**config.mk**
```make
export PLATFORM = sky130hd
export DESIGN_NAME = reg_e1of4_scheduler_flat
export DESIGN_NICKNAME = d
export VERILOG_FILES = /design/src/rtl/reg_e1of4_scheduler_pkg.sv /design/src/rtl/reg_e1of4_scheduler_if.sv /design/src/rtl/reg_e1of4_scheduler_qdi_sync.sv /design/src/rtl/reg_e1of4_scheduler.sv /design/src/flat_wrapper.sv
export SDC_FILE = /design/constraint.sdc
export NUM_CORES = 1
export LEC_CHECK = 0
export ABC_AREA = 0
export BUFFER_PORTS_ARGS = -buffer_cell sky130_fd_sc_hd__buf_4
export CAP_MARGIN = 30
export CORE_ASPECT_RATIO = 0.75
export CORE_UTILIZATION = 50
export CTS_CLUSTER_SIZE = 8
export DETAILED_ROUTE_END_ITERATION = 7
export GPL_TIMING_DRIVEN = 1
export PLACE_DENSITY_LB_ADDON = 0.12
export SLEW_MARGIN = 20
export SYNTH_ARGS = -nofsm -noshare
export SYNTH_HDL_FRONTEND = slang
export SYNTH_SLANG_ARGS = --single-unit
```
**constraint.sdc**
```tcl
create_clock -name i_clk -period 2.25 [get_ports i_clk]
set_input_delay 0 -clock i_clk [delete_from_list [all_inputs] [get_ports i_clk]]
set_output_delay 0 -clock i_clk [all_outputs]
set_load 0.05 [all_outputs]
```
**src/rtl/reg_e1of4_scheduler_pkg.sv**
```systemverilog
// reg_e1of4_pkg
// Shared definitions for the e1of4 register scheduler:
//   - command encoding (READ, WRITE, READ+WRITE, illegal)
//   - scheduler FSM state type
//   - 1of3 / 1of4 rail encode and decode helpers
package reg_e1of4_pkg;

  localparam logic [1:0] CMD_READ    = 2'd0;
  localparam logic [1:0] CMD_WRITE   = 2'd1;
  localparam logic [1:0] CMD_RW      = 2'd2;
  localparam logic [1:0] CMD_ILLEGAL = 2'd3;

  typedef enum logic [2:0] {
    ST_IDLE,
    ST_ISSUE,
    ST_ACK,
    ST_NEUTRAL,
    ST_RXWAIT,
    ST_RXRST,
    ST_DONE
  } state_e;

  // Command to 1of3 control rails; the illegal code maps to neutral.
  function automatic logic [2:0] encode_1of3(input logic [1:0] cmd);
    return (cmd == CMD_ILLEGAL) ? 3'b000 : (3'b001 << cmd);
  endfunction

  function automatic logic [3:0] encode_1of4(input logic [1:0] val);
    return 4'b0001 << val;
  endfunction

  // Index of the lowest high rail, so a multi-hot token still decodes
  // deterministically.
  function automatic logic [1:0] decode_1of4(input logic [3:0] rails);
    logic [1:0] idx;
    idx = 2'd0;
    for (int i = 3; i >= 0; i--) begin
      if (rails[i]) idx = 2'(i);
    end
    return idx;
  endfunction

  function automatic logic is_multi_hot4(input logic [3:0] rails);
    return (rails & (rails - 4'd1)) != 4'd0;
  endfunction

endpackage

```
**src/rtl/reg_e1of4_scheduler_if.sv**
```systemverilog
// reg_e1of4_scheduler_if
// QDI side of the shared e1of4 register.
//   cx  [2:0]  1of3 control token (all-zero = neutral)
//   cxe        control enable from the core, high = ready
//   tx  [3:0]  1of4 write data token (all-zero = neutral)
//   txe        data enable from the core, high = ready
//   rx  [3:0]  1of4 read token from the core
//   rxe        read enable to the core, high = ready
// master = scheduler, slave = async register core.
interface reg_e1of4_scheduler_if;
  logic [2:0] cx;
  logic       cxe;
  logic [3:0] tx;
  logic       txe;
  logic [3:0] rx;
  logic       rxe;

  modport master (output cx, output tx, output rxe,
                  input  cxe, input txe, input rx);
  modport slave  (input  cx, input tx, input rxe,
                  output cxe, output txe, output rx);
endinterface

```
**src/rtl/reg_e1of4_scheduler_qdi_sync.sv**
```systemverilog
// qdi_sync
// Single-bit multi-flop synchronizer for one asynchronous QDI input rail.
//   i_clk     clock
//   i_reset   synchronous active-high reset
//   i_async   asynchronous input bit
//   o_sync    synchronized copy, SYNC_STAGES cycles late
// SYNC_STAGES legal range is 2..4. RESET_VAL is 1 for enables, 0 for data rails.
module qdi_sync #(
  parameter int SYNC_STAGES = 2,
  parameter bit RESET_VAL   = 1'b0
) (
  input  logic i_clk,
  input  logic i_reset,
  input  logic i_async,
  output logic o_sync
);

  logic [SYNC_STAGES-1:0] r_chain;

  always_ff @(posedge i_clk) begin
    if (i_reset) r_chain <= {SYNC_STAGES{RESET_VAL}};
    else         r_chain <= {r_chain[SYNC_STAGES-2:0], i_async};
  end

  assign o_sync = r_chain[SYNC_STAGES-1];

endmodule

```
**src/rtl/reg_e1of4_scheduler.sv**
```systemverilog
// reg_e1of4_scheduler
// Shares one QDI e1of4 register between two clocked requesters A and B.
// Round-robin arbitration, 1of3 control / 1of4 data token issue with
// four-phase handshakes, and 1of4 read token decode.
//   i_clk, i_reset             clock, synchronous active-high reset
//   i_req_a/b                  request level, held until done
//   i_cmd_a/b [1:0]            0=READ 1=WRITE 2=READ+WRITE 3=illegal
//   i_wdata_a/b [DW-1:0]       write data
//   o_gnt_a/b                  high while that requester owns the register
//   o_done_a/b                 one-cycle completion pulse
//   o_rdata [DW-1:0]           read result, valid in the done cycle
//   o_err                      pulses with done for an illegal command
//   o_proto_err                sticky, set on a multi-hot read token
//   qdi                        QDI token/enable bundle (master side)
// Optional macro REG_E1OF4_STATS_EN adds o_tx_count / o_rx_count.
module reg_e1of4_scheduler
  import reg_e1of4_pkg::*;
#(
  parameter int SYNC_STAGES = 2,
  parameter int DW          = 2
) (
  input  logic                 i_clk,
  input  logic                 i_reset,
  input  logic                 i_req_a,
  input  logic                 i_req_b,
  input  logic [1:0]           i_cmd_a,
  input  logic [1:0]           i_cmd_b,
  input  logic [DW-1:0]        i_wdata_a,
  input  logic [DW-1:0]        i_wdata_b,
  output logic                 o_gnt_a,
  output logic                 o_gnt_b,
  output logic                 o_done_a,
  output logic                 o_done_b,
  output logic [DW-1:0]        o_rdata,
  output logic                 o_err,
  output logic                 o_proto_err,
`ifdef REG_E1OF4_STATS_EN
  output logic [15:0]          o_tx_count,
  output logic [15:0]          o_rx_count,
`endif
  reg_e1of4_scheduler_if.master qdi
);

  state_e        r_state, w_state_nxt;
  logic          r_rr, w_rr_nxt;
  logic          r_owner_b, w_owner_b_nxt;
  logic [1:0]    r_cmd, w_cmd_nxt;
  logic [DW-1:0] r_wdata, w_wdata_nxt;
  logic          r_cx_sent, w_cx_sent_nxt;
  logic          r_tx_sent, w_tx_sent_nxt;
  logic [2:0]    r_cx, w_cx_nxt;
  logic [3:0]    r_tx, w_tx_nxt;
  logic          r_rxe, w_rxe_nxt;
  logic          r_gnt_a, w_gnt_a_nxt;
  logic          r_gnt_b, w_gnt_b_nxt;
  logic          r_done_a, w_done_a_nxt;
  logic          r_done_b, w_done_b_nxt;
  logic [DW-1:0] r_rdata, w_rdata_nxt;
  logic          r_err, w_err_nxt;
  logic          r_proto_err, w_proto_err_nxt;
  logic [3:0]    r_rx_prev;

  logic          w_cxe_s;
  logic          w_txe_s;
  logic [3:0]    w_rx_s;
  logic          w_needs_tx;
  logic          w_win_b;
  logic          w_enter_done;

  qdi_sync #(.SYNC_STAGES(SYNC_STAGES), .RESET_VAL(1'b1)) u_sync_cxe (
    .i_clk(i_clk), .i_reset(i_reset), .i_async(qdi.cxe), .o_sync(w_cxe_s)
  );

  qdi_sync #(.SYNC_STAGES(SYNC_STAGES), .RESET_VAL(1'b1)) u_sync_txe (
    .i_clk(i_clk), .i_reset(i_reset), .i_async(qdi.txe), .o_sync(w_txe_s)
  );

  for (genvar gi = 0; gi < 4; gi++) begin : g_rx_sync
    qdi_sync #(.SYNC_STAGES(SYNC_STAGES), .RESET_VAL(1'b0)) u_sync_rx (
      .i_clk(i_clk), .i_reset(i_reset), .i_async(qdi.rx[gi]), .o_sync(w_rx_s[gi])
    );
  end

  // Only READ skips the data channel.
  assign w_needs_tx = (r_cmd != CMD_READ);
  // B wins when it is the only requester, or both request and the pointer is at B.
  assign w_win_b    = i_req_b && (!i_req_a || r_rr);

  always_ff @(posedge i_clk) begin
    if (i_reset) r_state <= ST_IDLE;
    else         r_state <= w_state_nxt;
  end

  always_comb begin
    w_state_nxt     = r_state;
    w_rr_nxt        = r_rr;
    w_owner_b_nxt   = r_owner_b;
    w_cmd_nxt       = r_cmd;
    w_wdata_nxt     = r_wdata;
    w_cx_sent_nxt   = r_cx_sent;
    w_tx_sent_nxt   = r_tx_sent;
    w_cx_nxt        = r_cx;
    w_tx_nxt        = r_tx;
    w_rxe_nxt       = r_rxe;
    w_gnt_a_nxt     = r_gnt_a;
    w_gnt_b_nxt     = r_gnt_b;
    w_done_a_nxt    = 1'b0;
    w_done_b_nxt    = 1'b0;
    w_rdata_nxt     = r_rdata;
    w_err_nxt       = 1'b0;
    w_proto_err_nxt = r_proto_err;
    w_enter_done    = 1'b0;

    case (r_state)
      ST_IDLE: begin
        if (i_req_a || i_req_b) begin
          w_owner_b_nxt = w_win_b;
          if (i_req_a && i_req_b) w_rr_nxt = !w_win_b;
          w_cmd_nxt     = w_win_b ? i_cmd_b : i_cmd_a;
          w_wdata_nxt   = w_win_b ? i_wdata_b : i_wdata_a;
          w_cx_sent_nxt = 1'b0;
          w_tx_sent_nxt = 1'b0;
          // An illegal command completes at once without touching the QDI side.
          if (w_cmd_nxt == CMD_ILLEGAL) begin
            w_err_nxt    = 1'b1;
            w_enter_done = 1'b1;
          end else begin
            w_gnt_a_nxt = !w_win_b;
            w_gnt_b_nxt = w_win_b;
            w_state_nxt = ST_ISSUE;
          end
        end
      end

      // Control and data tokens launch independently as their enables allow.
      ST_ISSUE: begin
        if (!r_cx_sent && w_cxe_s) begin
          w_cx_nxt      = encode_1of3(r_cmd);
          w_cx_sent_nxt = 1'b1;
        end
        if (w_needs_tx && !r_tx_sent && w_txe_s) begin
          w_tx_nxt      = encode_1of4(r_wdata);
          w_tx_sent_nxt = 1'b1;
        end
        if (w_cx_sent_nxt && (!w_needs_tx || w_tx_sent_nxt)) w_state_nxt = ST_ACK;
      end

      ST_ACK: begin
        if (!w_cxe_s && (!w_needs_tx || !w_txe_s)) begin
          w_cx_nxt    = 3'b000;
          w_tx_nxt    = 4'b0000;
          w_state_nxt = ST_NEUTRAL;
        end
      end

      ST_NEUTRAL: begin
        if (w_cxe_s && (!w_needs_tx || w_txe_s)) begin
          if (r_cmd == CMD_WRITE) w_enter_done = 1'b1;
          else                    w_state_nxt  = ST_RXWAIT;
        end
      end

      // Same non-zero value on two consecutive synchronized samples filters
      // rails that are still settling through the synchronizers.
      ST_RXWAIT: begin
        if ((w_rx_s != 4'b0000) && (w_rx_s == r_rx_prev)) begin
          w_rdata_nxt = decode_1of4(w_rx_s);
          if (is_multi_hot4(w_rx_s)) w_proto_err_nxt = 1'b1;
          w_rxe_nxt   = 1'b0;
          w_state_nxt = ST_RXRST;
        end
      end

      ST_RXRST: begin
        if (w_rx_s == 4'b0000) begin
          w_rxe_nxt    = 1'b1;
          w_enter_done = 1'b1;
        end
      end

      ST_DONE: w_state_nxt = ST_IDLE;

      default: w_state_nxt = ST_IDLE;
    endcase

    // Done and grant-drop are registered together so they land in the DONE cycle.
    if (w_enter_done) begin
      w_state_nxt  = ST_DONE;
      w_gnt_a_nxt  = 1'b0;
      w_gnt_b_nxt  = 1'b0;
      w_done_a_nxt = !w_owner_b_nxt;
      w_done_b_nxt = w_owner_b_nxt;
    end
  end

  always_ff @(posedge i_clk) begin
    if (i_reset) begin
      r_rr        <= 1'b0;
      r_owner_b   <= 1'b0;
      r_cmd       <= CMD_READ;
      r_wdata     <= '0;
      r_cx_sent   <= 1'b0;
      r_tx_sent   <= 1'b0;
      r_cx        <= 3'b000;
      r_tx        <= 4'b0000;
      r_rxe       <= 1'b1;
      r_gnt_a     <= 1'b0;
      r_gnt_b     <= 1'b0;
      r_done_a    <= 1'b0;
      r_done_b    <= 1'b0;
      r_rdata     <= '0;
      r_err       <= 1'b0;
      r_proto_err <= 1'b0;
      r_rx_prev   <= 4'b0000;
    end else begin
      r_rr        <= w_rr_nxt;
      r_owner_b   <= w_owner_b_nxt;
      r_cmd       <= w_cmd_nxt;
      r_wdata     <= w_wdata_nxt;
      r_cx_sent   <= w_cx_sent_nxt;
      r_tx_sent   <= w_tx_sent_nxt;
      r_cx        <= w_cx_nxt;
      r_tx        <= w_tx_nxt;
      r_rxe       <= w_rxe_nxt;
      r_gnt_a     <= w_gnt_a_nxt;
      r_gnt_b     <= w_gnt_b_nxt;
      r_done_a    <= w_done_a_nxt;
      r_done_b    <= w_done_b_nxt;
      r_rdata     <= w_rdata_nxt;
      r_err       <= w_err_nxt;
      r_proto_err <= w_proto_err_nxt;
      r_rx_prev   <= w_rx_s;
    end
  end

`ifdef REG_E1OF4_STATS_EN
  logic [15:0] r_tx_count;
  logic [15:0] r_rx_count;

  // A control handshake counts once its enable has returned high (NEUTRAL exit).
  always_ff @(posedge i_clk) begin
    if (i_reset) begin
      r_tx_count <= 16'd0;
      r_rx_count <= 16'd0;
    end else begin
      if ((r_state == ST_NEUTRAL) && (w_state_nxt != ST_NEUTRAL)) r_tx_count <= r_tx_count + 16'd1;
      if ((r_state == ST_RXWAIT) && (w_state_nxt == ST_RXRST))    r_rx_count <= r_rx_count + 16'd1;
    end
  end

  assign o_tx_count = r_tx_count;
  assign o_rx_count = r_rx_count;
`endif

  assign qdi.cx      = r_cx;
  assign qdi.tx      = r_tx;
  assign qdi.rxe     = r_rxe;
  assign o_gnt_a     = r_gnt_a;
  assign o_gnt_b     = r_gnt_b;
  assign o_done_a    = r_done_a;
  assign o_done_b    = r_done_b;
  assign o_rdata     = r_rdata;
  assign o_err       = r_err;
  assign o_proto_err = r_proto_err;

endmodule
```
**src/flat_wrapper.sv**
```systemverilog
// flat-port wrapper written by rule: the top's interface ports become plain ports
module reg_e1of4_scheduler_flat import reg_e1of4_pkg::*;
#(
  parameter int SYNC_STAGES = 2,
  parameter int DW          = 2
)
  (i_clk, i_reset, i_req_a, i_req_b, i_cmd_a, i_cmd_b, i_wdata_a, i_wdata_b, o_gnt_a, o_gnt_b, o_done_a, o_done_b, o_rdata, o_err, o_proto_err, qdi_cx, qdi_tx, qdi_rxe, qdi_cxe, qdi_txe, qdi_rx);
  reg_e1of4_scheduler_if qdi_i ();
  input  logic i_clk;
  input  logic i_reset;
  input  logic i_req_a;
  input  logic i_req_b;
  input  logic [1:0] i_cmd_a;
  input  logic [1:0] i_cmd_b;
  input  logic [DW-1:0] i_wdata_a;
  input  logic [DW-1:0] i_wdata_b;
  output logic o_gnt_a;
  output logic o_gnt_b;
  output logic o_done_a;
  output logic o_done_b;
  output logic [DW-1:0] o_rdata;
  output logic o_err;
  output logic o_proto_err;
  output wire logic [$bits(qdi_i.cx)-1:0] qdi_cx;
  output wire logic [$bits(qdi_i.tx)-1:0] qdi_tx;
  output wire logic [$bits(qdi_i.rxe)-1:0] qdi_rxe;
  input wire logic [$bits(qdi_i.cxe)-1:0] qdi_cxe;
  input wire logic [$bits(qdi_i.txe)-1:0] qdi_txe;
  input wire logic [$bits(qdi_i.rx)-1:0] qdi_rx;
  assign qdi_cx = qdi_i.cx;
  assign qdi_tx = qdi_i.tx;
  assign qdi_rxe = qdi_i.rxe;
  assign qdi_i.cxe = qdi_cxe;
  assign qdi_i.txe = qdi_txe;
  assign qdi_i.rx = qdi_rx;
  reg_e1of4_scheduler #(.SYNC_STAGES(SYNC_STAGES), .DW(DW)) u_core (.i_clk(i_clk), .i_reset(i_reset), .i_req_a(i_req_a), .i_req_b(i_req_b), .i_cmd_a(i_cmd_a), .i_cmd_b(i_cmd_b), .i_wdata_a(i_wdata_a), .i_wdata_b(i_wdata_b), .o_gnt_a(o_gnt_a), .o_gnt_b(o_gnt_b), .o_done_a(o_done_a), .o_done_b(o_done_b), .o_rdata(o_rdata), .o_err(o_err), .o_proto_err(o_proto_err), .qdi(qdi_i));
endmodule
```
# == Word-level counts from Yosys, hierarchy flattened ==
# Index checks and enable logic that the tools add are counted.
# op_classes
addsub,1
multipliers,0
div,0
magnitude_cmp,0
eq_ne,27
shift,2
mux,40
bitwise_logic,5
n_reduce_logical,44
# op_table
operator,count
$mux W3,11
$ne A2 B1 Y1 const B,9
$pmux W3 S6,1
$reduce_and A3 Y1,6
$reduce_and A8 Y1,2
$ne A3 B1 Y1 const B,5
$mux W1,14
$mux W2,6
$logic_and A1 B1 Y1,9
$logic_not A1 Y1,8
$mux W4,2
$pmux W4 S2,1
$reduce_bool A2 Y1,4
$reduce_bool A4 Y1,2
$eq A3 B2 Y1 const B,2
$eq A3 B3 Y1 const B,2
$ne A3 B2 Y1 const B,2
$pmux W1 S2,3
$pmux W3 S2,1
$reduce_and A2 Y1,3
$reduce_or A2 Y1,3
$logic_or A1 B1 Y1,5
$and A4 B4 Y4,1
$eq A2 B2 Y1 const B,2
other kinds (11),15
# word_totals
ff_bits,43
latchBits,0
ramBits,0
romBits,0
inputBits,18
output_inout_bits,16
memories,0

# == Logic depth before layout (Yosys ltp) ==
# logic_depth
word_depth,10
depth_mapped,6
ltp_nobuf,5

# == Hierarchy ==
# A second synthesis with hierarchy kept.
# hier_totals
hier_cells,203
area_unflattened_um2,1820.5
# modules_own_cells
module,n_inst,cells_per_inst,area_per_inst_um2,seq_area_each_um2
reg_e1of4_scheduler,1,179,1505.2,620.6
qdi_sync,6,4,52.6,40.0

# == Worst setup path before layout ==
# Ideal clock, no wire load.
# synth_timing
path_type,register to register
from,reg u_core.r_state[0]
to,"reg u_core.r_tx[0], in the netlist u_core.qdi.tx[0]"
arrival_ps,1430
t_required_ps,2122
setup_slack_ps,692
stages_incl_launch_ff,6
n_path_buf,1
path_cell_list,dfxtp_1 -> buf_2 -> or4b_4 -> a21oi_4 -> mux2i_1 -> nor2_1
# synth_between
elab_chain_cells,3
word_cells_on_any_way,7
classes_between,eq/ne (4); mux (1); reduce/logical (2)
# synth_rtl
item,line,rtl
from (decl),reg_e1of4_scheduler.sv:44,"state_e r_state, w_state_nxt;"
from (signal assigned),reg_e1of4_scheduler.sv:91,else r_state <= w_state_nxt;
$eq A3 B2 Y1 or $eq A3 B1 Y1 (tied branches),reg_e1of4_scheduler.sv:114,case (r_state)
$ne A2 B1 Y1 (no source line) or $reduce_bool A2 Y1 (tied branches),-,
$reduce_and A3 Y1 (no source line),-,
to (signal assigned),reg_e1of4_scheduler.sv:223,r_tx <= w_tx_nxt;
to (decl),reg_e1of4_scheduler.sv:52,"logic [3:0] r_tx, w_tx_nxt;"
# Several ways; a longest one is shown, not always the timed one.
# A chain may end at the register's enable or synchronous reset.

# == Worst setup path after layout ==
# Ends and elaborated chain as after synthesis.

==> summary.md <==
## Pwr
* Reg power frac: 0.415
* switching share of power: 0.399
* share of total power in combinational logic: 0.381
* power density of the placed cells: 1100 nW/um^2
* total internal power: 1.51 mW
* leakage: 0.919 nW
* worst vdd rail ir drop: 0.625 mV
* clock network fraction of total power: 0.205
* net switching power: 1.00 mW

## Place
* Port Buf Inserts: 33
* detailed placer's ending HPWL: 2850 um
* number of placed instances with taps included: 269
* final estimated routing congestion in global placement: 0.921
* Post-Place Cell Area: 2130 um^2

## Clock network
* Clock transition at path regs: 0.09 ns
* clock latency at the later pin of the worst-skew pair: 0.30 ns
* clock tree from TritonCTS: yes
* buffers inserted during post-CTS setup optimization: 0
* # H-tree levels: 2
* count of hold-fix buffers inserted at cts: 6
* clock sink count: 43
* Clock Path Buffers: 2
* total CTS buffers: 5
* cells resized by post-CTS repair: 0
* clock root buffer: sky130_fd_sc_hd__clkbuf_8

## Floorplanning
* Top-Level Pins: 34
* effective utilization at floorplan: 0.542
* Core Footprint: 3400 um^2
* die area: 3940 um^2
* Placement Rows: 18
* Die Wd: 72.1 um
* chip height: 54.6 um

## Run
* Max-cap violations: 0

## Critical path
* arrival time at the worst endpoint: 1.96 ns
* data required time of the worst path: 2.43 ns
* delay-heaviest family, CP: simple AND/OR/NAND/NOR gates
* maximum fanout along the worst path: 11
* list of cells traversed by the critical path: or4b_4, a21oi_4, mux2i_1, nor2_1
* cell at the slowest stage of the critical path: sky130_fd_sc_hd__dfxtp_1
* sort of element at the start of the critical path: flop
* crit-path max cell delay: 0.58 ns
* class of the most critical setup path: flop to flop
* element type at the critical path end: flop
* CP bufs+invs: 0

## Timing
* Min Clock Period, post-route: 1.79 ns
* RSZ-0062 raised after global routing: no
* crit share post-route: 0.794
* final setup violating endpoints: 0
* highest achievable clock rate: 559 MHz
* max-slew headroom at the worst pin: 0.621
* hold violation count in the final report: 0
* Hold Worst Slack: 0.0514 ns
* max-slew violation total from the final report: 0
* Layout Skew: 0.00903 ns
* Worst-Margin Slew: 0.564 ns
* setup TNS: 0 ns

## Cells and area
* area growth from synthesis to layout: 24.0%
* layout cells sized above 1: 0.275
* post-route non-filler standard cell count: 283
* layout net count: 250
* area of all placed cells without fillers: 2290 um^2
* ANT cells: 0

## Synth
* number of nets produced by synthesis: 210
* Cells after Synth: 192
* most numerous cell in the Yosys netlist: sky130_fd_sc_hd__dfxtp_1
* number of storage elements in the synthesis netlist: 43
* commonest register cell after synthesis: sky130_fd_sc_hd__dfxtp_1
* mean post-synth cell area: 9.60 um^2
* fraction of registers with async set/reset: 0
* ranking of synthesized cells by area: sky130_fd_sc_hd__dfxtp_1 (47%), sky130_fd_sc_hd__mux2i_1 (7.1%), sky130_fd_sc_hd__nor2_1 (4.9%), sky130_fd_sc_hd__nor2b_1 (4.8%), sky130_fd_sc_hd__nor3_1 (2.7%)
* portion of synthesized cell area occupied by the leading cell type: 0.467
* top post-synthesis cells by count: sky130_fd_sc_hd__dfxtp_1 (43), sky130_fd_sc_hd__nor2_1 (24), sky130_fd_sc_hd__nor2b_1 (14)
* area leader, netlist: sky130_fd_sc_hd__dfxtp_1
* Yosys warnings: 0
* netlist area before placement: 1840 um^2
* portion of the post-synthesis area used by sequential elements: 0.467
* number of distinct library cells after synthesis: 46
* Post-synth EDFFs: 0

## Route
* Post-DRT Antenna Nets: 0
* DRC violations left: 0
* via-per-instance ratio: 5.33
* initial detailed-routing violation count: 85
* Detailed Routing Iterations Pass 1: 4
* overall via count from detail_route: 1509
* mean routed wirelength per cell: 14.2 um
* final routed wirelength across all metal layers: 4020 um

## Status
* status: finished clean

## Global routing
* All-Layer GR Usage: 0.216
* antenna violations before repair: 0
* pin count of the biggest net entering global routing: 44
* final global-route overflow total: 0
* wire length of the first global-routing pass: 6200 um
* via count of the first global-routing pass: 1352

## Hold path
* path type of the worst min-delay path: input pin to flop

==> per-stage QoR <==
stage	power, mW	util	setup WS (ns)
6_report	2.52	0.672	0.463
5_1_grt	2.66	0.672	0.295
4_1_cts	2.53	0.672	0.477
3_5_place_dp	1.99	0.627	0.504
3_3_place_gp	1.97	0.627	0.585
2_1_floorplan	1.76	-	0.692
==> cell usage in the layout (no fill, tap or decap), drive strengths merged <==
master,n
inv,6
buf,34
clkbuf,5
nor4,1
nor4b,2
a21oi,10
nand2b,4
a22o,2
and3b,1
or4b,1
clkinv,1
a31oi,4
o311ai,1
dfxtp,43
nor2b,14
a21bo,1
xor2,1
nor3,11
nand3,5
mux2,1
xnor2,4
o21ai,6
nand2,7
nor2,27
mux2i,13
o32a,1
a2111oi,1
a22oi,1
a211oi,5
or2,5
or4,1
o21bai,2
a21boi,1
dlygate4sd3,6
nor3b,2
nand4bb,1
or3,2
==> worst paths after layout <==
kind / to / start / slack [ns] / cells after the start
setup / recovery: u_core.qdi.tx[0]$_SDFFE_PP0P_ / u_core.r_state[0]$_SDFFE_PP0P_ / 0.46 / 4
hold / removal: u_core.r_wdata[1]$_SDFFE_PP0P_ / i_wdata_b[1] / 0.05 / 3
hold reg to reg: u_core.u_sync_cxe.r_chain[1]$_SDFF_PP1_ / u_core.u_sync_cxe.r_chain[0]$_SDFF_PP1_ / 0.41 / 1
setup reg to reg: u_core.qdi.tx[0]$_SDFFE_PP0P_ / u_core.r_state[0]$_SDFFE_PP0P_ / 0.46 / 4
==> registers in the layout, indices dropped and copies added, names as in the netlist <==
| register | cells |
|---|---|
| u_core.o_rdata | 2 |
| u_core.qdi.rxe | 1 |
| u_core.o_done_b | 1 |
| u_core.r_rx_prev | 4 |
| u_core.u_sync_txe.r_chain | 2 |
| u_core.r_rr | 1 |
| u_core.qdi.tx | 4 |
| u_core.r_wdata | 2 |
| u_core.g_rx_sync.u_sync_rx.r_chain | 8 |
| u_core.r_tx_sent | 1 |
| u_core.o_err | 1 |
| u_core.r_owner_b | 1 |
| u_core.r_state | 3 |
| u_core.r_cx_sent | 1 |
| u_core.o_done_a | 1 |
| u_core.qdi.cx | 3 |
| u_core.u_sync_cxe.r_chain | 2 |
| u_core.r_cmd | 2 |
| u_core.o_gnt_a | 1 |
| u_core.o_gnt_b | 1 |
| u_core.o_proto_err | 1 |
==> cell families after synthesis <==
logic type	count (synthesis)	synth area share
and+or+nand+nor	84	0.260
DFF	43	0.467
AOI/OAI and AO/OA	35	0.146
muxes	14	0.0787
buffers and inverters	11	0.0244
xor gates and xnor gates	5	0.0238
==> per-layer routing <==
layer / global-route usage / share of wire / wire [um] / vias up
li1: - / - / - / 754
met1: 0.284 / 0.48 / 1910 / 702
met2: 0.336 / 0.46 / 1830 / 48
met3: 0.0552 / 0.055 / 222 / 5
met4: 0.0980 / 0.013 / 51 / 0
met5: 0 / 0 / 0 / -
==> power groups by stage <==
stage | clock, mW | combinational, mW | sequential, mW
after detailed placement | 0 | 0.938 | 1.06
after global placement | 0 | 0.922 | 1.05
after global routing | 0.561 | 1.04 | 1.06
after CTS | 0.535 | 0.952 | 1.04
after floorplan | 0 | 0.663 | 1.10
final | 0.515 | 0.958 | 1.04
==> cell type report <==
type / count / area [um^2]
multi-input cells: 138 / 937
clock inverters: 3 / 26.3
well taps: 50 / 62.6
repair buffers: 40 / 315
clock buffers: 5 / 68.8
fillers: 301 / 1110
inverters: 4 / 15.0
flip-flops and latches: 43 / 861
==> worst min-delay path: cells and delay by family <==
kind / cells / cell delay [ns]
multiplexers: 1 / 0.12
AO/OA/AOI/OAI: 1 / 0.08
buffers and inverters: 1 / 0.11
Note: power is estimated with default switching activity, not from simulation.
